<file path="config.mk">
export PLATFORM = sky130hd
export DESIGN_NAME = ob_mk_qry_init_flat
export DESIGN_NICKNAME = d
export VERILOG_FILES = /design/src/rtl/ob_pkg.sv /design/src/rtl/ob_mk_qry_init_if.sv /design/src/rtl/ob_mk_qry_init.sv /design/src/flat_wrapper.sv
export SDC_FILE = /design/constraint.sdc
export NUM_CORES = 1
export LEC_CHECK = 0
export CELL_PAD_IN_SITES_DETAIL_PLACEMENT = 1
export CELL_PAD_IN_SITES_GLOBAL_PLACEMENT = 1
export CORE_AREA = 2 2 123 125
export DETAILED_ROUTE_END_ITERATION = 8
export DIE_AREA = 0 0 125 127
export GPL_TIMING_DRIVEN = 0
export PLACE_DENSITY_LB_ADDON = 0.1
export SKIP_CTS_REPAIR_TIMING = 1
export SYNTH_ARGS = -nofsm -noshare
export SYNTH_HDL_FRONTEND = slang
export SYNTH_SLANG_ARGS = --single-unit
</file>
<file path="constraint.sdc">
create_clock -name clk -period 3.55 [get_ports clk]
set_input_delay 0.355 -clock clk [delete_from_list [all_inputs] [get_ports clk]]
set_output_delay 0.355 -clock clk [all_outputs]
set_load 0.005 [all_outputs]
</file>
<file path="src/rtl/ob_pkg.sv">
// Shared order-book types used by the market-table query path.
package ob_pkg;
    localparam int unsigned ACCUM_QTY_W = 16;
    typedef logic [ACCUM_QTY_W-1:0] accum_quantity_t;
endpackage

</file>
<file path="src/rtl/ob_mk_qry_init_if.sv">
// Client request/response and bid/ask table query signals of the query initiator.
interface ob_mk_qry_init_if;
    logic                      req_vld;
    logic                      req_rdy;
    logic [1:0]                req_sel;
    logic                      rsp_vld;
    ob_pkg::accum_quantity_t   rsp_bid_qty;
    ob_pkg::accum_quantity_t   rsp_ask_qty;
    ob_pkg::accum_quantity_t   rsp_sum_qty;
    logic                      rsp_err;
    logic [1:0]                rsp_err_sel;
    logic                      bid_qry_vld;
    logic                      bid_qry_rsp_vld_r;
    ob_pkg::accum_quantity_t   bid_qry_rsp_qty_r;
    logic                      ask_qry_vld;
    logic                      ask_qry_rsp_vld_r;
    ob_pkg::accum_quantity_t   ask_qry_rsp_qty_r;

    // master is the initiator; slave is the client plus the two tables
    modport master (
        input  req_vld, req_sel,
        input  bid_qry_rsp_vld_r, bid_qry_rsp_qty_r, ask_qry_rsp_vld_r, ask_qry_rsp_qty_r,
        output req_rdy, rsp_vld, rsp_bid_qty, rsp_ask_qty, rsp_sum_qty, rsp_err, rsp_err_sel,
        output bid_qry_vld, ask_qry_vld
    );
    modport slave (
        output req_vld, req_sel,
        output bid_qry_rsp_vld_r, bid_qry_rsp_qty_r, ask_qry_rsp_vld_r, ask_qry_rsp_qty_r,
        input  req_rdy, rsp_vld, rsp_bid_qty, rsp_ask_qty, rsp_sum_qty, rsp_err, rsp_err_sel,
        input  bid_qry_vld, ask_qry_vld
    );
endinterface

</file>
<file path="src/rtl/ob_mk_qry_init.sv">
// Market-table quantity query initiator: one outstanding query to bid and/or ask
// table, per-query timeout, single-cycle response with saturating sum.
module ob_mk_qry_init #(
    parameter int unsigned TIMEOUT = 64
) (
    input  logic               clk,
    input  logic               rst,
    ob_mk_qry_init_if.master   bus
);
    localparam int unsigned CNT_W = 10;
    localparam int unsigned QW    = ob_pkg::ACCUM_QTY_W;

    localparam logic [1:0] ST_IDLE  = 2'd0;
    localparam logic [1:0] ST_ISSUE = 2'd1;
    localparam logic [1:0] ST_WAIT  = 2'd2;
    localparam logic [1:0] ST_RESP  = 2'd3;

    logic [1:0]              state_r, state_nxt;
    logic [1:0]              sel_r, sel_nxt;
    logic [1:0]              done_r, done_nxt;
    logic [CNT_W-1:0]        cnt_r, cnt_nxt;
    ob_pkg::accum_quantity_t bid_cap_r, bid_cap_nxt;
    ob_pkg::accum_quantity_t ask_cap_r, ask_cap_nxt;

    logic                    req_rdy_nxt;
    logic                    bid_qry_nxt, ask_qry_nxt;
    logic                    rsp_load;
    logic                    rsp_err_nxt;
    logic [1:0]              rsp_err_sel_nxt;
    ob_pkg::accum_quantity_t rsp_bid_nxt, rsp_ask_nxt, rsp_sum_nxt;
    logic [1:0]              newly_done, all_done;
    logic [QW:0]             sum_w;

    // Next-state and next-output logic
    always_comb begin
        state_nxt       = state_r;
        sel_nxt         = sel_r;
        done_nxt        = done_r;
        cnt_nxt         = cnt_r;
        bid_cap_nxt     = bid_cap_r;
        ask_cap_nxt     = ask_cap_r;
        bid_qry_nxt     = 1'b0;
        ask_qry_nxt     = 1'b0;
        rsp_load        = 1'b0;
        rsp_err_nxt     = 1'b0;
        rsp_err_sel_nxt = 2'b00;
        rsp_bid_nxt     = '0;
        rsp_ask_nxt     = '0;
        newly_done      = sel_r & ~done_r & {bus.ask_qry_rsp_vld_r, bus.bid_qry_rsp_vld_r};
        all_done        = done_r | newly_done;

        case (state_r)
            ST_IDLE: begin
                if (bus.req_vld && bus.req_rdy) begin
                    sel_nxt     = bus.req_sel;
                    bid_qry_nxt = bus.req_sel[0];
                    ask_qry_nxt = bus.req_sel[1];
                    state_nxt   = ST_ISSUE;
                end
            end
            // Responses are ignored here: a table still shows the previous query's answer.
            ST_ISSUE: begin
                done_nxt = 2'b00;
                cnt_nxt  = '0;
                if (sel_r != 2'b00) begin
                    state_nxt = ST_WAIT;
                end else begin
                    state_nxt = ST_RESP;
                    rsp_load  = 1'b1;
                end
            end
            ST_WAIT: begin
                done_nxt = all_done;
                if (newly_done[0]) bid_cap_nxt = bus.bid_qry_rsp_qty_r;
                if (newly_done[1]) ask_cap_nxt = bus.ask_qry_rsp_qty_r;
                rsp_bid_nxt = newly_done[0] ? bus.bid_qry_rsp_qty_r : (done_r[0] ? bid_cap_r : '0);
                rsp_ask_nxt = newly_done[1] ? bus.ask_qry_rsp_qty_r : (done_r[1] ? ask_cap_r : '0);
                if (all_done == sel_r) begin
                    state_nxt = ST_RESP;
                    rsp_load  = 1'b1;
                end else if (cnt_r == CNT_W'(TIMEOUT - 1)) begin
                    state_nxt       = ST_RESP;
                    rsp_load        = 1'b1;
                    rsp_err_nxt     = 1'b1;
                    rsp_err_sel_nxt = sel_r & ~all_done;
                end else begin
                    cnt_nxt = cnt_r + CNT_W'(1);
                end
            end
            ST_RESP: begin
                state_nxt = ST_IDLE;
            end
            default: begin
                state_nxt = ST_IDLE;
            end
        endcase

        req_rdy_nxt = (state_nxt == ST_IDLE);
        sum_w       = {1'b0, rsp_bid_nxt} + {1'b0, rsp_ask_nxt};
        rsp_sum_nxt = sum_w[QW] ? '1 : sum_w[QW-1:0];
    end

    // State and registered outputs
    always_ff @(posedge clk) begin
        if (!rst) begin
            state_r         <= ST_IDLE;
            sel_r           <= 2'b00;
            done_r          <= 2'b00;
            cnt_r           <= '0;
            bid_cap_r       <= '0;
            ask_cap_r       <= '0;
            bus.req_rdy     <= 1'b0;
            bus.bid_qry_vld <= 1'b0;
            bus.ask_qry_vld <= 1'b0;
            bus.rsp_vld     <= 1'b0;
            bus.rsp_bid_qty <= '0;
            bus.rsp_ask_qty <= '0;
            bus.rsp_sum_qty <= '0;
            bus.rsp_err     <= 1'b0;
            bus.rsp_err_sel <= 2'b00;
        end else begin
            state_r         <= state_nxt;
            sel_r           <= sel_nxt;
            done_r          <= done_nxt;
            cnt_r           <= cnt_nxt;
            bid_cap_r       <= bid_cap_nxt;
            ask_cap_r       <= ask_cap_nxt;
            bus.req_rdy     <= req_rdy_nxt;
            bus.bid_qry_vld <= bid_qry_nxt;
            bus.ask_qry_vld <= ask_qry_nxt;
            bus.rsp_vld     <= rsp_load;
            if (rsp_load) begin
                bus.rsp_bid_qty <= rsp_bid_nxt;
                bus.rsp_ask_qty <= rsp_ask_nxt;
                bus.rsp_sum_qty <= rsp_sum_nxt;
                bus.rsp_err     <= rsp_err_nxt;
                bus.rsp_err_sel <= rsp_err_sel_nxt;
            end
        end
    end
endmodule
</file>
<file path="src/flat_wrapper.sv">
// flat-port wrapper written by rule: the top's interface ports become plain ports
module ob_mk_qry_init_flat 
#(
    parameter int unsigned TIMEOUT = 64
)
  (clk, rst, bus_req_vld, bus_req_sel, bus_bid_qry_rsp_vld_r, bus_bid_qry_rsp_qty_r, bus_ask_qry_rsp_vld_r, bus_ask_qry_rsp_qty_r, bus_req_rdy, bus_rsp_vld, bus_rsp_bid_qty, bus_rsp_ask_qty, bus_rsp_sum_qty, bus_rsp_err, bus_rsp_err_sel, bus_bid_qry_vld, bus_ask_qry_vld);
  ob_mk_qry_init_if bus_i ();
  input  logic clk;
  input  logic rst;
  input wire logic [$bits(bus_i.req_vld)-1:0] bus_req_vld;
  input wire logic [$bits(bus_i.req_sel)-1:0] bus_req_sel;
  input wire logic [$bits(bus_i.bid_qry_rsp_vld_r)-1:0] bus_bid_qry_rsp_vld_r;
  input wire logic [$bits(bus_i.bid_qry_rsp_qty_r)-1:0] bus_bid_qry_rsp_qty_r;
  input wire logic [$bits(bus_i.ask_qry_rsp_vld_r)-1:0] bus_ask_qry_rsp_vld_r;
  input wire logic [$bits(bus_i.ask_qry_rsp_qty_r)-1:0] bus_ask_qry_rsp_qty_r;
  output wire logic [$bits(bus_i.req_rdy)-1:0] bus_req_rdy;
  output wire logic [$bits(bus_i.rsp_vld)-1:0] bus_rsp_vld;
  output wire logic [$bits(bus_i.rsp_bid_qty)-1:0] bus_rsp_bid_qty;
  output wire logic [$bits(bus_i.rsp_ask_qty)-1:0] bus_rsp_ask_qty;
  output wire logic [$bits(bus_i.rsp_sum_qty)-1:0] bus_rsp_sum_qty;
  output wire logic [$bits(bus_i.rsp_err)-1:0] bus_rsp_err;
  output wire logic [$bits(bus_i.rsp_err_sel)-1:0] bus_rsp_err_sel;
  output wire logic [$bits(bus_i.bid_qry_vld)-1:0] bus_bid_qry_vld;
  output wire logic [$bits(bus_i.ask_qry_vld)-1:0] bus_ask_qry_vld;
  assign bus_i.req_vld = bus_req_vld;
  assign bus_i.req_sel = bus_req_sel;
  assign bus_i.bid_qry_rsp_vld_r = bus_bid_qry_rsp_vld_r;
  assign bus_i.bid_qry_rsp_qty_r = bus_bid_qry_rsp_qty_r;
  assign bus_i.ask_qry_rsp_vld_r = bus_ask_qry_rsp_vld_r;
  assign bus_i.ask_qry_rsp_qty_r = bus_ask_qry_rsp_qty_r;
  assign bus_req_rdy = bus_i.req_rdy;
  assign bus_rsp_vld = bus_i.rsp_vld;
  assign bus_rsp_bid_qty = bus_i.rsp_bid_qty;
  assign bus_rsp_ask_qty = bus_i.rsp_ask_qty;
  assign bus_rsp_sum_qty = bus_i.rsp_sum_qty;
  assign bus_rsp_err = bus_i.rsp_err;
  assign bus_rsp_err_sel = bus_i.rsp_err_sel;
  assign bus_bid_qry_vld = bus_i.bid_qry_vld;
  assign bus_ask_qry_vld = bus_i.ask_qry_vld;
  ob_mk_qry_init #(.TIMEOUT(TIMEOUT)) u_core (.clk(clk), .rst(rst), .bus(bus_i));
endmodule
</file>
==> impl_metrics.json <==
{
  "cp_slowest_cell": "fa_2",
  "drc": 0,
  "clkSlewWorstSetupHoldPaths_ps": 70,
  "path_cells": "inv_1, ha_2, buf_6, and2_4, buf_6, nand2_1, nand2_2, ha_4, fa_2, a21o_1, a221oi_4, o211ai_1, a211oi_4, buf_4, buf_6, a21oi_1",
  "grt_pass1_wl_um": 24700,
  "setup.worst_path.start": "u_core.state_r[0]",
  "drtIter0Drc": 216,
  "cpPeakStageDelay_ps": 390,
  "cpMostUsedCell": "buf_6",
  "clock_sinks": 103,
  "initial_core_util_pct": 34.7,
  "io_buffers": 93,
  "p_leak_uw": 0.00261,
  "coreArea_um2": 14400,
  "final_nets": 795,
  "fin_crit_ps": 3400,
  "yosysSeqAreaShare_pct": 41.2,
  "cp.required_ps": 3790,
  "grtUsageTotal_pct": 19.7,
  "syn-num-nets": 680,
  "syn_area_per_cell_um2": 8.11,
  "grt_max_degree": 17,
  "drive_gt1_share_pct": 8.82,
  "p_total_uw": 3280,
  "critPathCapture": "u_core.bus.rsp_sum_qty[14]",
  "drt-total-wl_um": 15600,
  "p_per_area_nw_per_um2": 491,
  "period_share_pct": 95.8,
  "cts_buffers": 9,
  "slew_headroom_pct": 46.3,
  "hold_violations": 0,
  "clk_latency_ps": 360,
  "cts_tree": "done",
  "crit_arrival_ps": 3640,
  "viasPerCell": 5.02,
  "post-place-ws_ps": -880,
  "htreeDepth": 3,
  "reg2reg_depth": 16,
  "setup_tns_ps": 0,
  "synthFlopType": "dfxtp_1",
  "area_growth_pct": 33.6,
  "postSynthCellCount": 617,
  "crit_fanout": 10,
  "worstMarginPinSlew_ps": 801,
  "yosysWarnings": 0,
  "clock_path_buffers": 2,
  "drt-wirelength-per-cell_um": 16.9,
  "grt_antenna_before_repair": 0,
  "hp-start": "u_core.bus.rsp_ask_qty[0]",
  "drv_cap": 0,
  "r2r-end": "u_core.bus.rsp_sum_qty[14]",
  "fmax_mhz": 294,
  "ys_types": 50,
  "clock_skew_ps": 8.70,
  "slew_viol_final": 0,
  "grt-ovfl-total": 0,
  "grt_pass1_vias": 4896,
  "ant_nets": 0,
  "hold_ws_ps": 460,
  "setup_violations": 0,
  "synth_async_sr_flop_share_pct": 0,
  "register_area_um2": 2060,
  "die_area_um2": 15900,
  "num_vias": 4624,
  "synth_seq_cells": 103,
  "die_w_um": 125,
  "start_kind": "flip-flop",
  "fillers": 1730,
  "syn-cell-area_um2": 5000,
  "end_kind": "flip-flop",
  "r2r-start": "u_core.state_r[0]",
  "die_h_um": 127,
  "synth_edf_count": 0,
  "hold_class": "reg2reg",
  "io_pins": 94,
  "reg2reg_slack_ps": 150,
  "firstDrtPassIters": 4,
  "status": "finished clean",
  "dpl.hpwl_um": 12100,
  "finalWorstSetupSlack_ps": 150,
  "rows": 44,
  "multi_input_area_um2": 2820,
  "max-vdd-ir-drop_uv": 278,
  "worstSetupPathType": "reg2reg",
  "root_buffer": "clkbuf_16",
  "gp_congestion": 0.845
}
[synth_stat cells, types with 2 or more instances]
| cell | instances | area (µm²) |
|---|---|---|
| nand3_1 | 6 | 30.0 |
| nand4_1 | 4 | 25.0 |
| and4b_1 | 2 | 20.0 |
| ha_1 | 23 | 288 |
| nand4b_1 | 2 | 17.5 |
| buf_2 | 6 | 30.0 |
| inv_1 | 7 | 26.3 |
| nor3b_1 | 2 | 15.0 |
| a31oi_1 | 4 | 25.0 |
| a21oi_1 | 42 | 210 |
| a211oi_1 | 2 | 15.0 |
| a21o_1 | 8 | 60.1 |
| nor2b_1 | 9 | 56.3 |
| xnor2_1 | 7 | 61.3 |
| dfxtp_1 | 103 | 2060 |
| o211ai_1 | 2 | 15.0 |
| buf_4 | 2 | 15.0 |
| nand2_1 | 204 | 766 |
| o21ai_0 | 12 | 60.1 |
| buf_6 | 2 | 22.5 |
| a21boi_0 | 62 | 465 |
| xor2_1 | 15 | 131 |
| nor2_1 | 18 | 67.6 |
| a22oi_1 | 3 | 22.5 |
| a21boi_1 | 3 | 22.5 |
| o21bai_1 | 3 | 22.5 |
| and3_1 | 9 | 56.3 |
| and2_1 | 5 | 31.3 |
| clkbuf_1 | 22 | 82.6 |
| nor3_1 | 5 | 25.0 |
| mux2i_1 | 4 | 40.0 |
[where the power goes]
part / leakage, µW / internal (µW) / total, µW / switching [µW]
registers: 0.000832 / 1250 / 1320 / 62.2
logic: 0.00162 / 393 / 871 / 478
clock network: 0.000156 / 638 / 1090 / 455
[sequential cells by signal, indices dropped and copies added (netlist names), 2 cells and up]
register,flops
u_core.ask_cap_r,16
u_core.bid_cap_r,16
u_core.bus.rsp_ask_qty,16
u_core.bus.rsp_bid_qty,16
u_core.bus.rsp_err_sel,2
u_core.bus.rsp_sum_qty,16
u_core.cnt_r,10
u_core.done_r,2
u_core.sel_r,2
u_core.state_r,2
[per-layer routing]
metal / track usage, % / share of wire (%) / up-vias
met5: 0 / 0 / -
met4: 4.64 / 1.2 / 0
met3: 5.11 / 3.6 / 13
met2: 36.0 / 51 / 67
met1: 23.3 / 44 / 2232
li1: - / - / 2312
[worst min-delay path by stage]
stage | to | slack, ps | cells past startpoint
floorplan | u_core.ask_cap_r[0] | 440 | 2
global placement | u_core.ask_cap_r[8] | 450 | 2
detailed placement | u_core.bus.rsp_ask_qty[0] | 450 | 2
CTS | u_core.bus.rsp_ask_qty[0] | 460 | 2
global route | u_core.bus.rsp_bid_qty[10] | 490 | 2
finish | u_core.bus.rsp_ask_qty[0] | 460 | 2
[cells by family (layout without fill, tap and decap cells)]
kind of cell	Yosys count	count (layout)	share of synthesized area, %
buf+inv	39	159	3.53
other cells	0	1	0
compound gates	152	152	20.9
simple gates	273	273	23.5
xor+xnor	22	22	3.85
flops	103	103	41.2
fa+ha+maj	24	24	6.15
mux	4	4	0.801
[placed cells by master, fill, tap and decap left out, types with 5 or more instances in the layout]
cell               n
nand2_1          202
dfxtp_1          102
clkdlybuf4s50_1   93
a21boi_0          62
a21oi_1           41
ha_1              20
nor2_1            18
buf_4             15
clkbuf_1          15
xor2_1            15
o21ai_0           12
and3_1             9
nor2b_1            9
clkbuf_16          9
buf_6              8
a21o_1             8
inv_1              7
xnor2_1            7
buf_2              6
nand3_1            6
nor3_1             5
[worst max-delay path, delay by kind of cell (launching register included)]
| kind | cells | cell delay [ps] |
|---|---|---|
| flip-flops | 1 | 340 |
| buffers and inverters | 5 | 630 |
| AO/OA/AOI/OAI | 5 | 1160 |
| AND/OR/NAND/NOR | 3 | 340 |
| adder cells (fa/ha/maj) | 3 | 770 |
[cell type report]
| class | instances | area share [%] |
|---|---|---|
| Multi-Input combinational cell | 475 | 42.2 |
| Sequential cell | 103 | 30.9 |
| Timing Repair Buffer | 108 | 15.7 |
| Clock buffer | 11 | 3.63 |
| Tap cell | 184 | 3.45 |
| Buffer | 28 | 2.51 |
| Clock inverter | 5 | 1.22 |
| Inverter | 7 | 0.393 |
| Antenna cell | 1 | 0.0375 |
[per-stage QoR]
stage / cell area, µm² / cells / utilization [%]
floorplan: 5000 / 617 / -
global placement: 6160 / 894 / 42.7
detailed placement: 6160 / 894 / 42.7
CTS: 6490 / 910 / 45.0
global route: 6680 / 921 / 46.3
finish: 6680 / 922 / 46.3
No activity file was read; power rests on OpenSTA's default activity.
